**config.mk**
```make
export PLATFORM = sky130hd
export DESIGN_NAME = mem_stage
export DESIGN_NICKNAME = d
export VERILOG_FILES = /design/src/rtl/mem_stage_pkg.sv /design/src/rtl/mem_timeout_ctr.sv /design/src/rtl/mem_stage.sv
export SDC_FILE = /design/constraint.sdc
export NUM_CORES = 1
export LEC_CHECK = 0
export CORE_ASPECT_RATIO = 0.6
export CORE_MARGIN = 2
export CORE_UTILIZATION = 47
export DETAILED_ROUTE_END_ITERATION = 12
export HOLD_SLACK_MARGIN = 0.03
export PLACE_DENSITY_LB_ADDON = 0.12
export RECOVER_POWER = 25
export SKIP_LAST_GASP = 1
export SYNTH_ARGS = -nofsm -noshare
export SYNTH_HDL_FRONTEND = slang
export SYNTH_SLANG_ARGS = --single-unit
export TNS_END_PERCENT = 30
```
**constraint.sdc**
```tcl
create_clock -name clk -period 6.3 [get_ports clk]
set_clock_uncertainty 0.1 [all_clocks]
set_input_delay 0.945 -clock clk [delete_from_list [all_inputs] [get_ports clk]]
set_output_delay 0.945 -clock clk [all_outputs]
set_load 0.02 [all_outputs]
```
**src/rtl/mem_stage_pkg.sv**
```systemverilog
// Shared types and defaults for the memory-access/writeback stage.
package mem_stage_pkg;

    localparam int RISC_V_DATA_WIDTH   = 32;
    localparam int MEM_TIMEOUT_DEFAULT = 255;

    typedef enum logic [1:0] {
        IDLE = 2'd0,
        REQ  = 2'd1,
        RESP = 2'd2
    } mem_stage_state_t;

endpackage

```
**src/rtl/mem_timeout_ctr.sv**
```systemverilog
// Bus watchdog: counts cycles spent waiting and flags the cycle that reaches the limit.
module mem_timeout_ctr (
    input  logic       clk,
    input  logic       rst,
    input  logic       clear,
    input  logic       enable,
    input  logic [7:0] limit,
    output logic       expired
);

    logic [7:0] cnt;

    always_ff @(posedge clk or posedge rst) begin
        if (rst) begin
            cnt <= '0;
        end else if (clear) begin
            cnt <= '0;
        end else if (enable && cnt != 8'hFF) begin
            cnt <= cnt + 8'd1;
        end
    end

    // cnt holds completed wait cycles, so the limit-th waiting cycle is the one that expires
    assign expired = enable && (cnt == limit - 8'd1);

endmodule

```
**src/rtl/mem_stage.sv**
```systemverilog
// Memory-access/writeback stage: branch resolution, dmem req/gnt/rvalid access, writeback beat.
// Optional MEM_STAGE_ACTIVITY_CNT_EN adds saturating load/store/stall activity counters.
module mem_stage
    import mem_stage_pkg::*;
#(
    parameter int DATA_WIDTH     = RISC_V_DATA_WIDTH,
    parameter int REG_ADDR_WIDTH = 5,
    parameter int MEM_TIMEOUT    = MEM_TIMEOUT_DEFAULT
) (
    input  logic                      clk,
    input  logic                      rst,
    input  logic                      ex_valid,
    output logic                      ex_ready,
    input  logic [DATA_WIDTH-1:0]     alu_result,
    input  logic                      alu_zero,
    input  logic                      ex_mem_read,
    input  logic                      ex_mem_write,
    input  logic                      ex_branch,
    input  logic                      ex_reg_write,
    input  logic [REG_ADDR_WIDTH-1:0] ex_rd,
    input  logic [DATA_WIDTH-1:0]     ex_store_data,
    output logic                      branch_taken,
    output logic                      dmem_req,
    output logic                      dmem_we,
    output logic [DATA_WIDTH-1:0]     dmem_addr,
    output logic [DATA_WIDTH-1:0]     dmem_wdata,
    input  logic                      dmem_gnt,
    input  logic                      dmem_rvalid,
    input  logic [DATA_WIDTH-1:0]     dmem_rdata,
    output logic                      wb_valid,
    output logic                      wb_we,
    output logic [REG_ADDR_WIDTH-1:0] wb_rd,
    output logic [DATA_WIDTH-1:0]     wb_data,
    output logic                      mem_err
`ifdef MEM_STAGE_ACTIVITY_CNT_EN
    ,
    output logic [31:0]               cnt_loads,
    output logic [31:0]               cnt_stores,
    output logic [31:0]               cnt_stall_cycles
`endif
);

    localparam logic [7:0] TMO_LIMIT = 8'(MEM_TIMEOUT);

    mem_stage_state_t state;

    logic accept;
    logic mem_op;
    logic illegal_op;
    logic tmo_clear;
    logic tmo_expired;

    logic [DATA_WIDTH-1:0]     addr_p0;
    logic [DATA_WIDTH-1:0]     wdata_p0;
    logic [REG_ADDR_WIDTH-1:0] rd_p0;
    logic                      reg_write_p0;
    logic                      load_p0;

    assign ex_ready   = (state == IDLE);
    assign accept     = ex_valid && ex_ready;
    assign mem_op     = ex_mem_read || ex_mem_write;
    assign illegal_op = ex_mem_read && ex_mem_write;
    assign tmo_clear  = (accept && mem_op && !illegal_op) || (state == REQ && dmem_gnt);

    // Request channel decoded from state so reset drops it without waiting for a clock
    assign dmem_req   = (state == REQ);
    assign dmem_we    = dmem_req && !load_p0;
    assign dmem_addr  = dmem_req ? addr_p0 : '0;
    assign dmem_wdata = dmem_req ? wdata_p0 : '0;

    mem_timeout_ctr u_tmo (
        .clk     (clk),
        .rst     (rst),
        .clear   (tmo_clear),
        .enable  (state != IDLE),
        .limit   (TMO_LIMIT),
        .expired (tmo_expired)
    );

    // ---- capture stage: instruction operands latched on accept ----
    always_ff @(posedge clk) begin
        if (accept) begin
            addr_p0      <= alu_result;
            wdata_p0     <= ex_store_data;
            rd_p0        <= ex_rd;
            reg_write_p0 <= ex_reg_write;
            load_p0      <= ex_mem_read;
        end
    end

    // ---- writeback stage: FSM and registered single-cycle result beat ----
    always_ff @(posedge clk or posedge rst) begin
        if (rst) begin
            state        <= IDLE;
            wb_valid     <= 1'b0;
            wb_we        <= 1'b0;
            wb_rd        <= '0;
            wb_data      <= '0;
            branch_taken <= 1'b0;
            mem_err      <= 1'b0;
        end else begin
            wb_valid     <= 1'b0;
            wb_we        <= 1'b0;
            branch_taken <= 1'b0;
            mem_err      <= 1'b0;
            case (state)
                IDLE: begin
                    if (accept) begin
                        if (illegal_op) begin
                            wb_valid <= 1'b1;
                            wb_rd    <= ex_rd;
                            mem_err  <= 1'b1;
                        end else if (mem_op) begin
                            state <= REQ;
                        end else begin
                            wb_valid     <= 1'b1;
                            wb_we        <= ex_reg_write && !ex_branch;
                            wb_rd        <= ex_rd;
                            wb_data      <= alu_result;
                            branch_taken <= ex_branch && alu_zero;
                        end
                    end
                end
                REQ: begin
                    if (dmem_gnt) begin
                        if (load_p0) begin
                            state <= RESP;
                        end else begin
                            state    <= IDLE;
                            wb_valid <= 1'b1;
                            wb_rd    <= rd_p0;
                        end
                    end else if (tmo_expired) begin
                        state    <= IDLE;
                        wb_valid <= 1'b1;
                        wb_rd    <= rd_p0;
                        mem_err  <= 1'b1;
                    end
                end
                RESP: begin
                    if (dmem_rvalid) begin
                        state    <= IDLE;
                        wb_valid <= 1'b1;
                        wb_we    <= reg_write_p0;
                        wb_rd    <= rd_p0;
                        wb_data  <= dmem_rdata;
                    end else if (tmo_expired) begin
                        state    <= IDLE;
                        wb_valid <= 1'b1;
                        wb_rd    <= rd_p0;
                        mem_err  <= 1'b1;
                    end
                end
                default: state <= IDLE;
            endcase
        end
    end

`ifdef MEM_STAGE_ACTIVITY_CNT_EN
    function automatic logic [31:0] sat_inc(input logic [31:0] v);
        return (v == 32'hFFFF_FFFF) ? v : v + 32'd1;
    endfunction

    always_ff @(posedge clk or posedge rst) begin
        if (rst) begin
            cnt_loads        <= '0;
            cnt_stores       <= '0;
            cnt_stall_cycles <= '0;
        end else begin
            if (accept && ex_mem_read && !ex_mem_write) cnt_loads <= sat_inc(cnt_loads);
            if (accept && ex_mem_write && !ex_mem_read) cnt_stores <= sat_inc(cnt_stores);
            if (ex_valid && !ex_ready) cnt_stall_cycles <= sat_inc(cnt_stall_cycles);
        end
    end
`endif

endmodule

```
Yosys cells after proc, flatten, opt, wreduce, memory -nomap -nowiden
Index checks and enable logic that the tools add are counted.
{ "classes": {"addsub": 1, "reduce_logical": 23, "n_eq_ne": 11, "muxes": 47} }
{ "ops": {"columns": ["operator", "count"], "rows": [
  ["32-bit 2-to-1 mux", 6],
  ["32-bit case mux with 2 select lines", 1],
  ["5-bit 2-to-1 mux", 7],
  ["1-bit 2-to-1 mux", 19],
  ["8-bit 2-to-1 mux", 2],
  ["5-bit case mux with 3 select lines", 1],
  ["2-bit 2-to-1 mux", 7],
  ["1-bit logical AND", 10],
  ["8-bit by 1-bit adder with 8-bit output, second input constant", 1],
  ["8-bit equality test, second input constant", 1],
  ["8-bit inequality test, second input constant", 1],
  ["2-bit inequality test, second input constant", 3],
  ["1-bit case mux with 3 select lines", 2],
  ["2-bit case mux with 3 select lines", 1],
  ["2-bit nonzero test", 3],
  ["5-bit AND reduction", 1],
  ["2-bit by 1-bit inequality test with 1-bit output, second input constant", 2],
  ["4-bit AND reduction", 1],
  ["1-bit logical NOT", 3],
  ["3-bit by 2-bit inequality test with 1-bit output, second input constant", 1],
  ["3-bit inequality test, second input constant", 1],
  ["3-bit AND reduction", 1],
  ["3-bit nonzero test", 1],
  ["2-bit by 1-bit equality test with 1-bit output, second input constant", 1],
  ["4 further kinds", 5]
]} }
{ "totals": {"out_inout_bits": 108, "reg_bits": 122, "word_cells": 95} }

Logic depth before layout (Yosys ltp)
Gate-level depths: netlist of the first run.
{ "logic_depth": {"depth_word": 6, "ltp_mapped": 9, "mapped_depth_nobuf": 6} }

Modules after synthesis
A second synthesis of the first run with hierarchy kept.
{ "unflattened": {"cells_unflattened": 437, "hier_area_um2": 5624.1} }
{ "by_module_without_submodules": {"columns": ["module", "n_inst", "area_per_inst_um2", "cells_per_inst"], "rows": [
  ["mem_stage", 1, 4944.7, 356],
  ["mem_timeout_ctr", 1, 679.4, 81]
]} }

Worst setup path after synthesis of the first run
Ideal clock, no wire load.
{ "synth_path": {"path_type": "register to register", "start": "register state[1]", "end": "register u_tmo.cnt[5]", "path_stages_with_launch": 9, "setup_time_ns": 0.120, "path_slack_ns": 2.644, "t_required_ns": 6.080, "arrival_ns": 3.436, "cell_sequence": "dfrtp_1 > inv_1 > ha_1 > buf_2 > and2_1 > a22o_1 > buf_2 > nor2_1 > a31o_2"} }
{ "synth_between": {"elab_chain_cells": 6} }
{ "synth_rtl": {"columns": ["item", "line", "source"], "rows": [
  ["start: declaration", "mem_stage.sv:45", "mem_stage_state_t state;"],
  ["start signal: assignment", "mem_stage.sv:94", "state <= IDLE;"],
  ["start signal: assignment", "mem_stage.sv:114", "state <= REQ;"],
  ["start signal: assignment", "mem_stage.sv:127", "state <= RESP;"],
  ["2-bit logical NOT *", "mem_stage.sv:59", "assign ex_ready = (state == IDLE);"],
  ["net ex_ready", "mem_stage.sv:13", "output logic ex_ready,"],
  ["1-bit logical AND *", "mem_stage.sv:60", "assign accept = ex_valid && ex_ready;"],
  ["net accept", "mem_stage.sv:47", "logic accept;"],
  ["1-bit logical AND * (2 in series)", "mem_stage.sv:63", "assign tmo_clear = (accept && mem_op && !illegal_op) || (state == REQ && dmem_gnt);"],
  ["1-bit logical OR *", "mem_stage.sv:63", null],
  ["8-bit 2-to-1 mux or 2-bit nonzero test (tied branches)", null, null],
  ["end signal: assignment", "mem_timeout_ctr.sv:19", "cnt <= cnt + 8'd1;"],
  ["end: declaration", "mem_timeout_ctr.sv:11", "logic [7:0] cnt;"]
]} }
Mark *: on every way through the listed nets, which the timed path passes. The rest lies on a longest branch.
A chain may end at the register's enable or synchronous reset.

Worst setup path after layout of the first run
{ "layout_path": {"start": "register state[1]", "end": "output dmem_addr[11]"} }
{ "layout_between": {"elab_chain_cells": 2} }
{ "layout_rtl": {"columns": ["item", "line", "source"], "rows": [
  ["2-bit by 1-bit equality test with 1-bit output", "mem_stage.sv:66", "assign dmem_req = (state == REQ);"],
  ["32-bit 2-to-1 mux", "mem_stage.sv:68", "assign dmem_addr = dmem_req ? addr_p0 : '0;"],
  ["end: declaration", "mem_stage.sv:25", "output logic [DATA_WIDTH-1:0] dmem_addr,"]
]} }
Every way passes these cells.

==> impl.org, run 1 <==
** Outcome
- The flow ran to the end, but the final reports show violations.
- Violated checks :: capacitance limit, slew limit

** Finish
- Area growth from synthesis to layout :: 54.2%
- The final layout contains 766 nets.
- Share of final-layout standard cells stronger than drive strength 1 :: 0.0636

** Logic synthesis
- Among all flip-flop cells after synthesis, the most frequent one is edfxtp_1.
- Counting flops and latches in the post-synthesis netlist gives roughly 120.
- For this run, the register share of the synthesized area comes to 0.639.
- Yosys printed 0 warnings.
- Mapped cell area :: 5330 µm²
- Synthesized Nets :: about 550
- Number of cells produced by synthesis :: between 400 and 500
- After synthesis, the share of flip-flops with an asynchronous set or reset is 0.418.
- In this run, synthesis inferred slightly above 70 flip-flops with an integrated enable.
- A synthesized cell averages about 12 µm².
- Counting distinct cell types in the post-synthesis netlist gives 45.

** Worst setup path
- Number of buffers and inverters on the critical path :: 3
- Worst reg2reg path endpoint :: u_tmo.cnt[5]$_DFFE_PP0P_
- Cell-by-cell trace of the critical path :: inv_1 -> ha_2 -> buf_4 -> and2_1 -> clkdlybuf4s50_1
- Data arrives at the worst endpoint at 2.75 ns.
- The worst register-to-register path begins at state[1]$_DFFE_PP0P_.
- Broken down by cell family, the worst path's largest delay share belongs to buffers and inverters.
- Setup slack on the worst reg-to-reg path comes out at between 3 and 4 ns.
- The worst setup path is launched from a register.
- By startpoint and endpoint, the worst setup path is classified as register to output pin.
- R2R cell count :: 6
- CP Max Fanout :: 40
- The slowest stage of the critical path is the clkdlybuf4s50_1 cell.
- For this run, the slowest stage of the critical path takes ~0.61 ns.
- Endpoint type of the worst setup path :: output pin
- Data required time at the worst endpoint :: around 5.3 ns

** Global routing
- Met1 global-route usage :: 0.314
- Largest net degree at the start of global routing :: between 70 and 80
- Met3 global-route usage :: 0.0878
- The first global-routing pass estimated around 22 mm of wire.
- The via count of the first global-routing pass came to about 4.3k.
- In the global route stage, overall resource usage came out at 0.239.
- Met2 usage in global routing :: 0.381
- Global routing finished with a remaining overflow of 0.
- Initial antenna violation count :: 1
- GRT Max-Usage Layer :: met2

** Power
- Power density cells :: about 470 nW/µm²
- Worst vdd rail ir drop :: 0.252 mV
- For this design the static power due to leakage is between 3 and 4 nW.
- After layout, the design draws a total of 3.88 mW.

** Clock network
- The tree built by TritonCTS fans out to 122 sinks.
- Buffers added to address setup during post-CTS repair amount to 0.
- The cell sitting at the root of the clock tree is a clkbuf_16.
- TritonCTS built the clock tree.
- Once the clock tree was built, the resizer swapped 0 gates to a different size.
- In this run, post-CTS hold repair placed 0 buffers.
- After clock tree synthesis, the clock-pin slew on the worst setup and hold paths is 0.06 ns.
- H-tree Lvls :: 4
- Clk_lat worst skew :: approximately 0.4 ns
- In this run, CTS created clock tree buffers numbering 17.
- CTS Buffer Depth :: 2

** Floorplanning
- Measured along the x axis, the die boundary spans between 100 and 150 µm.
- In this run the standard cell core region covers 11200 µm².
- During I/O placement, the number of pins put on the boundary was ~220.
- The floorplan step defined a die boundary enclosing approximately 12000 µm².
- For this configuration, the core starts out at a cell density of 0.477.
- Die Height :: 86.5 µm
- Row cnt :: 30

** STA
- Setup violations remaining at the end of the flow were counted as 0.
- Setup repair after global routing left no endpoint under its margin.
- Max Clk Rate :: between 200 and 300 MHz
- Actual slew at the worst max-slew pin :: about 2 ns
- Part of the cycle the worst path needs :: 0.602
- Measured against its own limit, the worst slew margin works out to -0.336.
- The number of hold-slack violations in the final timing report was 0.
- Number of slew-limit violations in the final report :: 52
- In the final timing run, aggregate negative setup slack is 0 ns.
- Post-layout min period :: 3.79 ns

** Routing
- After detailed routing, the total wire length is 14.2 mm.
- The first detailed-routing pass ran for 4 iterations.
- Drt first-iter violations :: about 260
- Vias after detailed routing :: roughly 4.2k
- The detail route stage leaves a number of antenna-violating nets equal to 0.
- Per-cell routed wire length :: between 15 and 20 µm
- Per-cell via count in the routed design :: slightly above 5
- Drt drc :: 0

** Place
- At the end of routability-driven placement, the weighted congestion stood at between 0.8 and 0.9.
- After legalization and detailed placement, the total HPWL measured 9.78 mm.
- Port buffering added roughly 220 buffers.

** Job
- Across the run, the number of max-cap violations was 1.

** Worst hold path
- Number of stages on the worst hold path :: 2
- Destination of the worst hold path :: wb_we$_DFF_PP0_
- Worst min-delay path class :: register to register
- In this run the most critical hold path is launched from reg_write_p0$_DFFE_PP_.
power by group:
part / switching [mW] / internal (mW)
Sequential: 0.124 / 1.12
Combinational: 0.917 / 0.760
Clock: 0.344 / 0.614
Total: 1.39 / 2.49
metal layers:
layer | share of wire | up-vias | routed length [µm]
li1 | - | 1968 | -
met1 | 0.43 | 1993 | 6100
met2 | 0.47 | 190 | 6710
met3 | 0.093 | 11 | 1320
met4 | 0.0083 | 0 | 118
met5 | 0 | - | 0
through the flow:
stage	hold slack (ns)	setup slack (ns)	instance area [µm²]	util	std cells
6_report	0.412	2.51	8220	0.735	805
5_1_grt	0.454	2.27	8220	0.735	805
4_1_cts	0.404	2.46	8220	0.735	804
3_5_place_dp	0.395	2.89	7630	0.682	772
3_3_place_gp	0.372	2.97	7630	0.682	772
2_1_floorplan	0.358	2.64	5330	-	430
state kept, by name (all words and copies together), names as in the netlist:
register	cells
addr_p0	32
wb_data	32
wdata_p0	32
u_tmo.cnt	8
rd_p0	5
wb_rd	5
state	2
branch_taken	1
load_p0	1
mem_err	1
reg_write_p0	1
wb_valid	1
wb_we	1
logic make-up after synthesis:
| family | count (synthesis) | share of synthesized area |
|---|---|---|
| flip-flops | 122 | 0.639 |
| AND/OR/NAND/NOR | 145 | 0.149 |
| buffers and inverters | 35 | 0.0284 |
| AO/OA/AOI/OAI | 82 | 0.0944 |
| adder cells (fa/ha/maj) | 8 | 0.0188 |
| multiplexers | 33 | 0.0620 |
| XOR/XNOR | 5 | 0.00822 |
cell usage after synthesis (all sizes together) (4+ instances only):
| master | number | share of area |
|---|---|---|
| a21oi | 33 | 0.031 |
| a31oi | 12 | 0.014 |
| and2 | 65 | 0.076 |
| buf | 14 | 0.013 |
| clkbuf | 9 | 0.0066 |
| dfrtp | 51 | 0.24 |
| edfxtp | 71 | 0.40 |
| ha | 8 | 0.019 |
| inv | 11 | 0.0077 |
| mux2i | 33 | 0.062 |
| nand2 | 8 | 0.0056 |
| nand2b | 4 | 0.0047 |
| nand3 | 7 | 0.0066 |
| nor2 | 50 | 0.035 |
| o211ai | 11 | 0.015 |
| o21ai | 11 | 0.010 |
| xor2 | 4 | 0.0066 |
worst min-delay path, cell delays in order (launching register included):
cell,delay (ns)
edfxtp_1,0.33
nand3_1,0.08
o21ai_0,0.07
how the worst max path moves through the flow:
stage | slack [ns] | startpoint | to | depth (start not counted)
after floorplan | 2.64 | state[1]$_DFFE_PP0P_ | u_tmo.cnt[5]$_DFFE_PP0P_ | 8
after global placement | 2.97 | state[1]$_DFFE_PP0P_ | dmem_addr[28] | 5
after detailed placement | 2.89 | state[1]$_DFFE_PP0P_ | dmem_addr[27] | 5
after CTS | 2.46 | state[1]$_DFFE_PP0P_ | dmem_addr[1] | 5
after global routing | 2.27 | state[1]$_DFFE_PP0P_ | dmem_addr[1] | 5
final | 2.51 | state[1]$_DFFE_PP0P_ | dmem_addr[11] | 5
placed cells by master, fill, tap and decap left out, types with 2 or more instances in the layout:
| cell | count |
|---|---|
| clkdlybuf4s50_1 | 146 |
| dlygate4sd3_1 | 72 |
| edfxtp_1 | 71 |
| and2_1 | 64 |
| dfrtp_1 | 51 |
| nor2_1 | 50 |
| mux2i_1 | 33 |
| a21oi_1 | 33 |
| clkbuf_16 | 18 |
| a31oi_1 | 12 |
| inv_1 | 11 |
| o211ai_1 | 11 |
| o21ai_0 | 10 |
| nand2_1 | 8 |
| nand3_1 | 7 |
| ha_1 | 6 |
| nand2b_1 | 4 |
| xor2_1 | 4 |
| clkinvlp_4 | 4 |
| clkinv_2 | 4 |
| buf_4 | 3 |
| o21a_1 | 2 |
| a211oi_1 | 2 |
| nor2b_1 | 2 |
| a32o_1 | 2 |
| ha_2 | 2 |
| bufinv_16 | 2 |
| clkbuf_1 | 2 |
cell type report:
class                      count  area (µm²)
clock buffer                  21         472
sequential                   122        3410
fill                         774        2970
clock inverter                11         119
multi-input combinational    273        1790
antenna                        1        2.50
tap                          144         180
inverter                      12        45.0
timing repair buffer         221        2200
No activity file was read; power rests on OpenSTA's default activity.
==> run 2: changes to the inputs <==
CORE_UTILIZATION = 43   (was 47)
clock period = 3.5 ns   (was 6.3 ns; I/O delays follow)
==> run 2 against run 1 <==
The flow now finishes without violations. Wire length increased by 0.73%. Final area increased by 0.88%. Cell count increased by 2.9%. Core utilization decreased by 4.7 points. Combinational power increased by 82%. Critical endpoint is now dmem_wdata[5]. Largest cell class unchanged. Highest routed layer unchanged.
==> impl.org, run 2 (synthesis gave the netlist of run 1 again) <==
** Routing
- The remaining antenna violation count after routing was 0 (unchanged).
- First-pass DRT Iterations :: 5 (was 4)
- Vias after detailed routing :: 4168 (was 4162)
- Final wirelength :: 14.3 mm (was 14.2 mm)
- Drt first-iter violations :: 364 (was 255)
- The number of remaining DRC errors was 0 (unchanged).
- The per-cell routed wire length came to 17.3 µm (was 17.7 µm).
- Per-cell via count in the routed design :: 5.03 (was 5.17)

** Power
- Power density cells :: 844 nW/µm² (was 472 nW/µm²)
- Leakage :: 3.12 nW (was 3.09 nW)
- The worst IR drop on VDD is 0.433 mV (was 0.252 mV).

** Clock network
- CTS Buffer Depth :: 2 (unchanged)
- The clock tree from TritonCTS was yes (unchanged).
- The clock root buffer is clkbuf_16 (unchanged).
- CTS Buf Count :: 17 (unchanged)
- Post-CTS setup buffer count :: 0 (unchanged)
- The total clock sinks is 122 (unchanged).
- The count of hold-fix buffers inserted at cts was 0 (unchanged).
- Clock transition at the register clock pins on the worst setup and hold paths after CTS :: 0.05 ns (was 0.06 ns)
- Gates resized, CTS repair :: 0 (unchanged)
- Clk_lat worst skew :: 0.40 ns (about the same)
- H-tree Lvls :: 4 (unchanged)

** Finish
- Top library cells by usage in the layout, fill and taps aside :: clkdlybuf4s50_1 (146), dlygate4sd3_1 (72), edfxtp_1 (71), and2_1 (64), dfrtp_1 (51) (unchanged)
- Area growth from synthesis to layout :: 55.6% (was 54.2%)
- Largest registers :: addr_p0 (32), wb_data (32), wdata_p0 (32) (unchanged)
- The share of cells above drive strength 1 is 0.0679 (was 0.0636).
- The number of fillers in the final layout is 897 (was 774).
- Post-layout instance area :: 8290 µm² (was 8220 µm²)
- Inserted Diodes :: 0 (was 1)
- Most common library cell in the layout ignoring fill and taps :: clkdlybuf4s50_1 (unchanged)
- Total Nets Final :: 769 (was 766)

** STA
- Summed negative setup slack over all endpoints :: 0 ns (unchanged)
- Dividing the final minimum period by the clock period gives 0.876.
- After layout, the minimum clock period comes to 3.06 ns.
- RSZ-0062 raised after global routing :: false (unchanged)
- The total count of max-transition violations in the final report is 0 (was 52).
- The actual slew at the worst max-slew pin was 1.13 ns (was 2.00 ns).
- The relative max-transition margin was 0.244 (was -0.336).
- Number of hold-slack violations in the final timing report :: 0 (unchanged)
- Number of endpoints failing setup at the final stage :: 0 (unchanged)
- For this run, the top clock speed supported by timing is about 330 MHz.

** Floorplanning
- # IOs :: 219 (unchanged)
- The die width came to 148 µm (was 141 µm).
- Die Height :: 90.2 µm (was 86.5 µm)
- Row cnt :: 31 (was 30)
- The core area came to 12100 µm² (was 11200 µm²).
- Starting density of the core :: 0.442 (was 0.477)
- The area of the die is 13300 µm² (was 12200 µm²).

** Global routing
- Wire length of the first global-routing pass :: 22.5 mm (was 22.3 mm)
- Met1 global-route usage :: 0.280 (was 0.314)
- Number of global-route vias before repair :: 4211 (was 4277)
- Final global-route overflow total :: 0 (unchanged)
- GRT Overall Usage :: 0.220 (was 0.239)
- Largest net degree at the start of global routing :: 65 (was 75)
- Met3 global-route usage :: 0.0904 (was 0.0878)
- GRT Max-Usage Layer :: met2 (unchanged)
- Met2 usage in global routing :: 0.342 (was 0.381)
- Initial antenna violation count :: 0 (was 1)

** Worst setup path
- The data arrival time at the worst-slack endpoint was 2.44 ns (was 2.75 ns).
- The kind of launch point of the worst setup path was a register (unchanged).
- Data required time at the worst endpoint :: 2.87 ns (was 5.25 ns)
- CP Max Fanout :: 52 (was 40)
- R2R cell count :: 7 (was 6)
- Kind of critical path :: register to output pin (unchanged)
- Endpoint type of the worst setup path :: output pin (unchanged)
- Register-to-register setup slack :: 1.03 ns (was 3.48 ns)

** Job
- The number of maximum-capacitance constraint violations came to 0 (was 1).

** Place
- HPWL after detailed placement :: 10.3 mm (was 9.78 mm)
- GPL Wtd Cong :: 0.820 (was 0.856)
- Count of input and output buffers :: 218 (unchanged)
- The cell area reported after detailed placement came to 7700 µm² (was 7630 µm²).

** Worst hold path
- The count of cells along the worst hold path was 2 (unchanged).
- The class of the most critical hold timing path is register to register (unchanged).

** Outcome
- Status: complete, no violations (was finished, violations left).
[run 2: cell type report]
| type | count | area (µm²) | share of cell area |
|---|---|---|---|
| flip-flops and latches | 122 | 3410 | 0.411 |
| repair buffers | 224 | 2250 | 0.272 |
| multi-input cells | 273 | 1790 | 0.216 |
| clock buffers | 21 | 472 | 0.0569 |
| well taps | 165 | 206 | 0.0249 |
| clock inverters | 11 | 120 | 0.0145 |
| inverters | 12 | 45.0 | 0.00543 |
[run 2: where the power goes]
group | switching, mW | leakage [nW] | internal [mW] | total [mW]
Sequential | 0.215 | 1.26 | 2.01 | 2.23
Combinational | 1.65 | 1.57 | 1.40 | 3.05
Clock | 0.620 | 0.284 | 1.11 | 1.73
Total | 2.49 | 3.12 | 4.52 | 7.00
[run 2: final timing paths]
kind / startpoint / to
min in group asynchronous: rst / wb_data[15]$_DFFE_PP0P_
hold / removal: reg_write_p0$_DFFE_PP_ / wb_we$_DFF_PP0_
hold reg to reg: reg_write_p0$_DFFE_PP_ / wb_we$_DFF_PP0_
max in group asynchronous: rst / u_tmo.cnt[0]$_DFFE_PP0P_
setup / recovery: state[1]$_DFFE_PP0P_ / dmem_wdata[5]
setup reg to reg: state[1]$_DFFE_PP0P_ / state[0]$_DFFE_PP0P_
[run 2: worst max-delay path, stage by stage, from the launching register on]
cell and delay [ns]:
dfrtp_1 0.41, inv_1 0.12, ha_2 0.44, buf_12 0.26, and2_1 0.17, clkdlybuf4s50_1 0.63
[run 2: through the flow]
stage,setup WS [ns],hold WS (ns),util,instances,power (mW)
2_1_floorplan,0.653,0.358,-,430,3.84
3_3_place_gp,0.920,0.373,0.638,796,5.25
3_5_place_dp,0.804,0.385,0.638,796,5.32
4_1_cts,0.373,0.402,0.687,828,7.08
5_1_grt,0.225,0.422,0.687,828,7.37
6_report,0.435,0.394,0.687,828,7.00
[run 2: routing by layer]
metal,vias to the layer above,routed length [µm]
li1,1972,-
met1,1997,6060
met2,174,6610
met3,25,1460
met4,0,210
met5,-,0
